**config.mk**
```make
export PLATFORM = sky130hd
export DESIGN_NAME = multiplier_8x8
export DESIGN_NICKNAME = d
export VERILOG_FILES = /design/src/rtl/multiplier_8x8.sv
export SDC_FILE = /design/constraint.sdc
export NUM_CORES = 2
export LEC_CHECK = 0
export CAP_MARGIN = 15
export CORE_ASPECT_RATIO = 2
export CORE_MARGIN = 8
export CORE_UTILIZATION = 40
export CTS_BUF_LIST = sky130_fd_sc_hd__clkbuf_4 sky130_fd_sc_hd__clkbuf_8 sky130_fd_sc_hd__clkbuf_16
export DETAILED_ROUTE_END_ITERATION = 10
export SETUP_SLACK_MARGIN = 0.1
export SLEW_MARGIN = 20
export SYNTH_ARGS = -nofsm -noshare
export SYNTH_HDL_FRONTEND = slang
export SYNTH_SLANG_ARGS = --single-unit
```
**constraint.sdc**
```tcl
create_clock -name clk -period 18.13 [get_ports clk]
set_input_delay 1.813 -clock clk [delete_from_list [all_inputs] [get_ports clk]]
set_output_delay 1.813 -clock clk [all_outputs]
set_load 0.01 [all_outputs]
```
**src/rtl/multiplier_8x8.sv**
```systemverilog
// 8x8 matrix multiplier: streams in H and D row-major, then emits C = H x D
// one element every 8 cycles using a single 16x16 signed MAC.
//
// state | meaning
// IDLE  | waiting for the first load beat
// LOAD  | accepting H/D beats 0..63 (F=0 stalls)
// COMP  | one multiply-accumulate per cycle, k fastest, then j, then i
module multiplier_8x8 (
    input  logic               clk,
    input  logic               rst,
    input  logic               F,
    input  logic signed [15:0] H,
    input  logic signed [15:0] D,
    output logic signed [34:0] Y,
    output logic               Y_valid,
    output logic               busy,
    output logic               done
);

    typedef enum logic [1:0] {IDLE, LOAD, COMP} state_t;

    state_t state, state_next;

    logic        [5:0]  idx;
    logic        [2:0]  i_cnt, j_cnt, k_cnt;
    logic signed [15:0] h_store [64];
    logic signed [15:0] d_store [64];
    logic signed [15:0] h_rd, d_rd;
    logic signed [31:0] product;
    logic signed [34:0] product_ext;
    logic signed [34:0] acc;
    logic               load_beat, last_beat, last_mac;

    assign load_beat = F && (state != COMP);
    assign last_beat = load_beat && (idx == 6'd63);
    assign last_mac  = (state == COMP) && (i_cnt == 3'd7) && (j_cnt == 3'd7) && (k_cnt == 3'd7);

    assign h_rd        = h_store[{i_cnt, k_cnt}];
    assign d_rd        = d_store[{k_cnt, j_cnt}];
    assign product     = $signed({{16{h_rd[15]}}, h_rd}) * $signed({{16{d_rd[15]}}, d_rd});
    assign product_ext = $signed({{3{product[31]}}, product});

    assign busy = (state != IDLE);

    always_ff @(posedge clk or posedge rst) begin
        if (rst) begin
            state <= IDLE;
        end else begin
            state <= state_next;
        end
    end

    always_comb begin
        state_next = state;
        case (state)
            IDLE: begin
                if (load_beat) begin
                    state_next = LOAD;
                end
            end
            LOAD: begin
                if (last_beat) begin
                    state_next = COMP;
                end
            end
            COMP: begin
                if (last_mac) begin
                    state_next = IDLE;
                end
            end
            default: state_next = IDLE;
        endcase
    end

    // Matrix storage needs no reset: every load overwrites all 64 entries.
    always_ff @(posedge clk) begin
        if (load_beat) begin
            h_store[idx] <= H;
            d_store[idx] <= D;
        end
    end

    always_ff @(posedge clk or posedge rst) begin
        if (rst) begin
            idx     <= '0;
            i_cnt   <= '0;
            j_cnt   <= '0;
            k_cnt   <= '0;
            acc     <= '0;
            Y       <= '0;
            Y_valid <= 1'b0;
            done    <= 1'b0;
        end else begin
            Y_valid <= 1'b0;
            done    <= 1'b0;
            if (load_beat) begin
                idx <= idx + 6'd1;
            end
            if (last_beat) begin
                i_cnt <= '0;
                j_cnt <= '0;
                k_cnt <= '0;
            end else if (state == COMP) begin
                k_cnt <= k_cnt + 3'd1;
                if (k_cnt == 3'd0) begin
                    acc <= product_ext;
                end else begin
                    acc <= acc + product_ext;
                end
                // Final term bypasses the accumulator straight into Y.
                if (k_cnt == 3'd7) begin
                    j_cnt   <= j_cnt + 3'd1;
                    Y       <= acc + product_ext;
                    Y_valid <= 1'b1;
                    done    <= last_mac;
                    if (j_cnt == 3'd7) begin
                        i_cnt <= i_cnt + 3'd1;
                    end
                end
            end
        end
    end

endmodule

```
After elaboration in Yosys (flattened, before gate mapping)

Memory sizes are Yosys's and may differ from the RTL's.
Cells that the tools add are included.
W data, S select, Z words.

Flip-flop bits (word level): 89
Latch bits: 0
RAM bits: 2048
ROM bits: 0
Input port bits: 35
Output and inout bits: 38
Word-level logic and storage cells: 66
Memories kept: 2

$add $sub $neg: 5
Multiply operators: 1
Div/mod/pow operators: 0
Magnitude comparators: 0
Equality and inequality tests: 10
Shift-type cells: 0
Muxes and demuxes: 22
Bitwise logic cells: 1
Reductions and logical operators: 16

Memories:

| memory  | words | width | read ports | clocked after Yosys merged registers in | write ports | line | RTL |
|---|---|---|---|---|---|---|---|
| d_store | 64    | 16    | 1          | 0                                       | 1           | 27   | `logic signed [15:0] d_store [64];` |
| h_store | 64    | 16    | 1          | 0                                       | 1           | 26   | `logic signed [15:0] h_store [64];` |

Operators by type and width:

| cell                  | number |
|---|---|
| $add A35 B32 Y35      | 1 |
| $mux W35              | 1 |
| $mul A16 B16 Y32      | 1 |
| $mux W3               | 9 |
| $add A3 B1 Y3 const B | 3 |
| $eq A3 B3 Y1 const B  | 3 |
| $reduce_and A3 Y1     | 3 |
| $mux W1               | 8 |
| $ne A2 B2 Y1 const B  | 4 |
| $reduce_bool A2 Y1    | 4 |
| $add A6 B1 Y6 const B | 1 |
| $eq A6 B6 Y1 const B  | 1 |
| $mux W2               | 3 |
| $pmux W2 S3           | 1 |
| $logic_and A1 B1 Y1   | 5 |
| $reduce_and A2 Y1     | 2 |
| $logic_not A3 Y1      | 1 |
| $eq A2 B1 Y1 const B  | 1 |
| $eq A2 B2 Y1 const B  | 1 |
| $logic_not A2 Y1      | 1 |
| $not A1 Y1            | 1 |

Depth between registers and ports, before layout

Depth in word-level cells: 7
Depth in mapped cells: 43
Depth with buffers taken out: 38

Worst setup path before layout

OpenSTA, ideal clock, no wires.

Kind: flip-flop to flip-flop
From: register k_cnt[1]
To: register acc[34]
Setup time: 0.072 ns
Data arrival time: 9.801 ns
Required time: 18.058 ns
Setup slack: 8.257 ns
Stages on the path, launching flop included: 40
Buffers on the path: 4
Clock period less this slack: 9.873 ns
Path through: dfrtp_1 clkbuf_1 buf_2 clkbuf_1 clkbuf_1 mux4_2 mux4_2 mux2_2 o21ai_2 nor2_1 fa_1 inv_1 fa_1 fa_1 fa_1 inv_1 fa_1 inv_1 [4 not listed] a31oi_1 o32ai_1 a311o_1 o211ai_1 nand2b_1 a21oi_1 xnor2_1 ha_1 and2_1 and3_1 nand3_1 or3_1 o22ai_2 o41a_1 a221oi_4 nand3_1 mux2_2 nand4_1

Cells in the longest elaborated chain, start to end: 4
Elaborated cells between the ends (all ways): 6
Those cells by class: 1 x add/sub; 1 x mul; 1 x mux; 1 x reduce/logical; 2 x memory

Ends and longest elaborated chain:

| what                                      | line | RTL |
|---|---|---|
| from (decl)                               | 25   | `logic [2:0] i_cnt, j_cnt, k_cnt;` |
| from (signal assigned)                    | 104  | `k_cnt <= k_cnt + 3'd1;` |
| $mem_v2 Z64 W16, on equally long branches | n/a  |  |
| $mul A16 B16 Y32                          | 40   | `assign product = $signed({{16{h_rd[15]}}, h_rd}) * $signed({{16{d_rd[15]}}, d_rd});` |
| $add A35 B32 Y35                          | 108  | `acc <= acc + product_ext;` |
| $mux W35 *                                | 105  | `if (k_cnt == 3'd0) begin` |
| to (signal assigned)                      | 106  | `acc <= product_ext;` |
| to (signal assigned)                      | 108  |  |
| to (decl)                                 | 31   | `logic signed [34:0] acc;` |

Mark *: on every way between the ends. The rest lies on a longest branch, timed or not.
A chain may end at the register's enable or synchronous reset.

Final worst setup path

From: register k_cnt[1]
To: register acc[33]

The elaborated chain is that of the path after synthesis.

==> impl_metrics.toml <==
[status]
outcome = "finished clean"

[yosys]
ys_warn_count = 0
syn_nets = 5138
syn_avg_cell_area_um2 = 19.7
synthCells = 4713
synthDistinctLibCells = 72
yosys_register_bits = 2137
ys_seq_area_share_pct = 68.5
synthFlopType = "edfxtp_1"
synth-edff-count = 2048
syn-cell-area_um2 = 93100
async_reset_ff_share_pct = 4.16

[layout]
multiInputGateArea_um2 = 27500
drive_gt1_share_pct = 24.3
layout_commonest_cell = "edfxtp_1"
most-common-layout-cells = "edfxtp_1 (2048), mux4_2 (651), inv_1 (308), fa_1 (263), nand2_1 (252)"
utilization_pct = 44.7
layout.cells.non_filler = 8021
ff_latch_area_um2 = 63800
fill_cells = 19659
syn2layout_area_growth_pct = 11.3
nets = 5285

[placement]
port_buffers = 72
place_inst = 7701
dp_hpwl_um = 153000
gp_congestion = 0.889
pre_cts_ws_ps = 5610

[drt]
drtPass1Iterations = 5
wl_per_cell_um = 31.9
drc = 0
ant_nets = 0
drt-vias-per-instance = 5.75
via_count = 46083
wirelength_um = 256000
drt_iter0_drc = 4337

[global_route]
antenna_found_initial = 15
grt_pass1_vias = 48836
grt_pass1_wl_um = 361000
grt_max_degree = 153
grt_usage_pct = 20.3
grt_overflow_total = 0

[cts]
clk_latency_ps = 830
post-cts-setup-buffers = 0
root_buffer = "clkbuf_16"
cts_tree = "built"
clk_pin_slew_worst_paths_ps = 70
h-tree-depth = 4
cts.sinks = 2137
cts_repair_resize_count = 0
cts_hold_buf = 0
clk_path_buf_depth = 4
numCtsBuffers = 180

[floorplan]
core_area_um2 = 231000
initial_utilization_pct = 40.2
die_w_um = 357
die_h_um = 698
die_area_um2 = 249000
std_cell_rows = 250
ios = 73

[timing]
fin_skew_ps = 50.5
hold_viol = 0
setup_viol = 0
setup_tns_ps = 0
fin_crit_sh_pct = 69.8
fmax_ghz = 0.0790
min_period_ps = 12650
slew_violations = 0
relSlewSlack_pct = 20.7
rsz0062_at_grt = "false"
tightest_slew_ps = 1190
fin_ws_ps = 5480

[worst_setup_path]
critPathLaunchType = "flip-flop"
cp-end-kind = "flip-flop"
critical_path.max_stage_delay_ps = 1050
cp_max_fo = 59
cp.arrival_ps = 13300
cp_slowest_cell = "dfrtp_4"
crit_top_cell = "fa_1"
critical_path_class = "reg -> reg"
crit_required_ps = 18770

[job]
drv_cap = 0

[min_path]
hold_class = "reg -> reg"
[state kept, by name, indices dropped and copies added (netlist names)]
signal	cells
acc	35
d_store	1024
i_cnt	3
state	2
Y	35
k_cnt	3
idx	6
h_store	1024
j_cnt	3
Y_valid	1
done	1
[critical path: cells and delay by family (launching register included)]
family | cells | cell delay, ps
flops | 1 | 1050
simple gates | 2 | 290
mux | 3 | 1180
fa+ha+maj | 8 | 3560
compound gates | 14 | 3520
xor+xnor | 2 | 470
buf+inv | 8 | 2160
[area by class of cell]
type,count,share of cell area [%]
Sequential cell,2137,61.6
Timing Repair Buffer,180,1.41
Clock buffer,214,4.65
Tap cell,3024,3.65
Inverter,322,1.17
Multi-Input combinational cell,2039,26.6
Antenna cell,4,0.00967
Clock inverter,101,0.927
[Yosys cell counts (all sizes together), types with 7 or more instances]
cell type	instances	area, µm²
a31oi	7	50.1
buf	132	773
nor2b	40	250
mux4	651	14700
xnor2	53	464
xor2	23	201
nor2	227	860
dfrtp	89	2230
o211ai	14	105
o21a	11	82.6
inv	322	1210
clkbuf	83	312
ha	127	1590
mux2	25	282
mux2i	23	230
nand2b	14	87.6
a211oi	8	60.1
o21ai	103	598
edfxtp	2048	61500
nand4	7	43.8
or2	8	50.1
and2	7	43.8
nand3	16	80.1
fa	263	5270
a21o	22	165
a21oi	69	349
nand2	253	950
[layer usage]
layer,up-vias,track usage (%),share of wire (%),wire length [µm]
li1,18739,-,-,-
met1,25178,21.8,33,84500
met2,1596,39.9,57,147000
met3,552,1.99,4.6,11800
met4,18,8.55,4.9,12500
met5,-,0,0.041,105
[cell families (layout without fill, tap and decap cells)]
group                      after synthesis  after routing  share of synthesized area (%)
DFF                                   2137           2137                           68.5
muxes                                  699            699                           16.3
and+or+nand+nor                        604            604                           2.78
buffers and inverters                  537            817                           2.46
adders and majority gates              390            390                           7.36
AOI/OAI and AO/OA                      270            270                           1.90
xor gates and xnor gates                76             76                          0.715
other                                    0              4                              0
[path summary, 6_finish.rpt]
check / start / to / slack (ps) / depth (start not counted)
hold reg to reg: Y[5] / Y[5] / 490 / 2
setup reg to reg: k_cnt[1] / acc[33] / 5480 / 37
hold / removal: Y[5] / Y[5] / 490 / 2
max in group asynchronous: rst / Y[1] / 15470 / 3
setup / recovery: k_cnt[1] / acc[33] / 5480 / 37
min in group asynchronous: rst / Y[29] / 1470 / 2
[through the flow]
stage,cell area (µm²),hold WS (ps)
global route,104000,509
floorplan,93100,454
finish,104000,486
detailed placement,97700,473
CTS,103000,489
global placement,97700,465
Power is not shown: default switching activity piles up to over one toggle a cycle in this logic, so the estimate is an artifact.
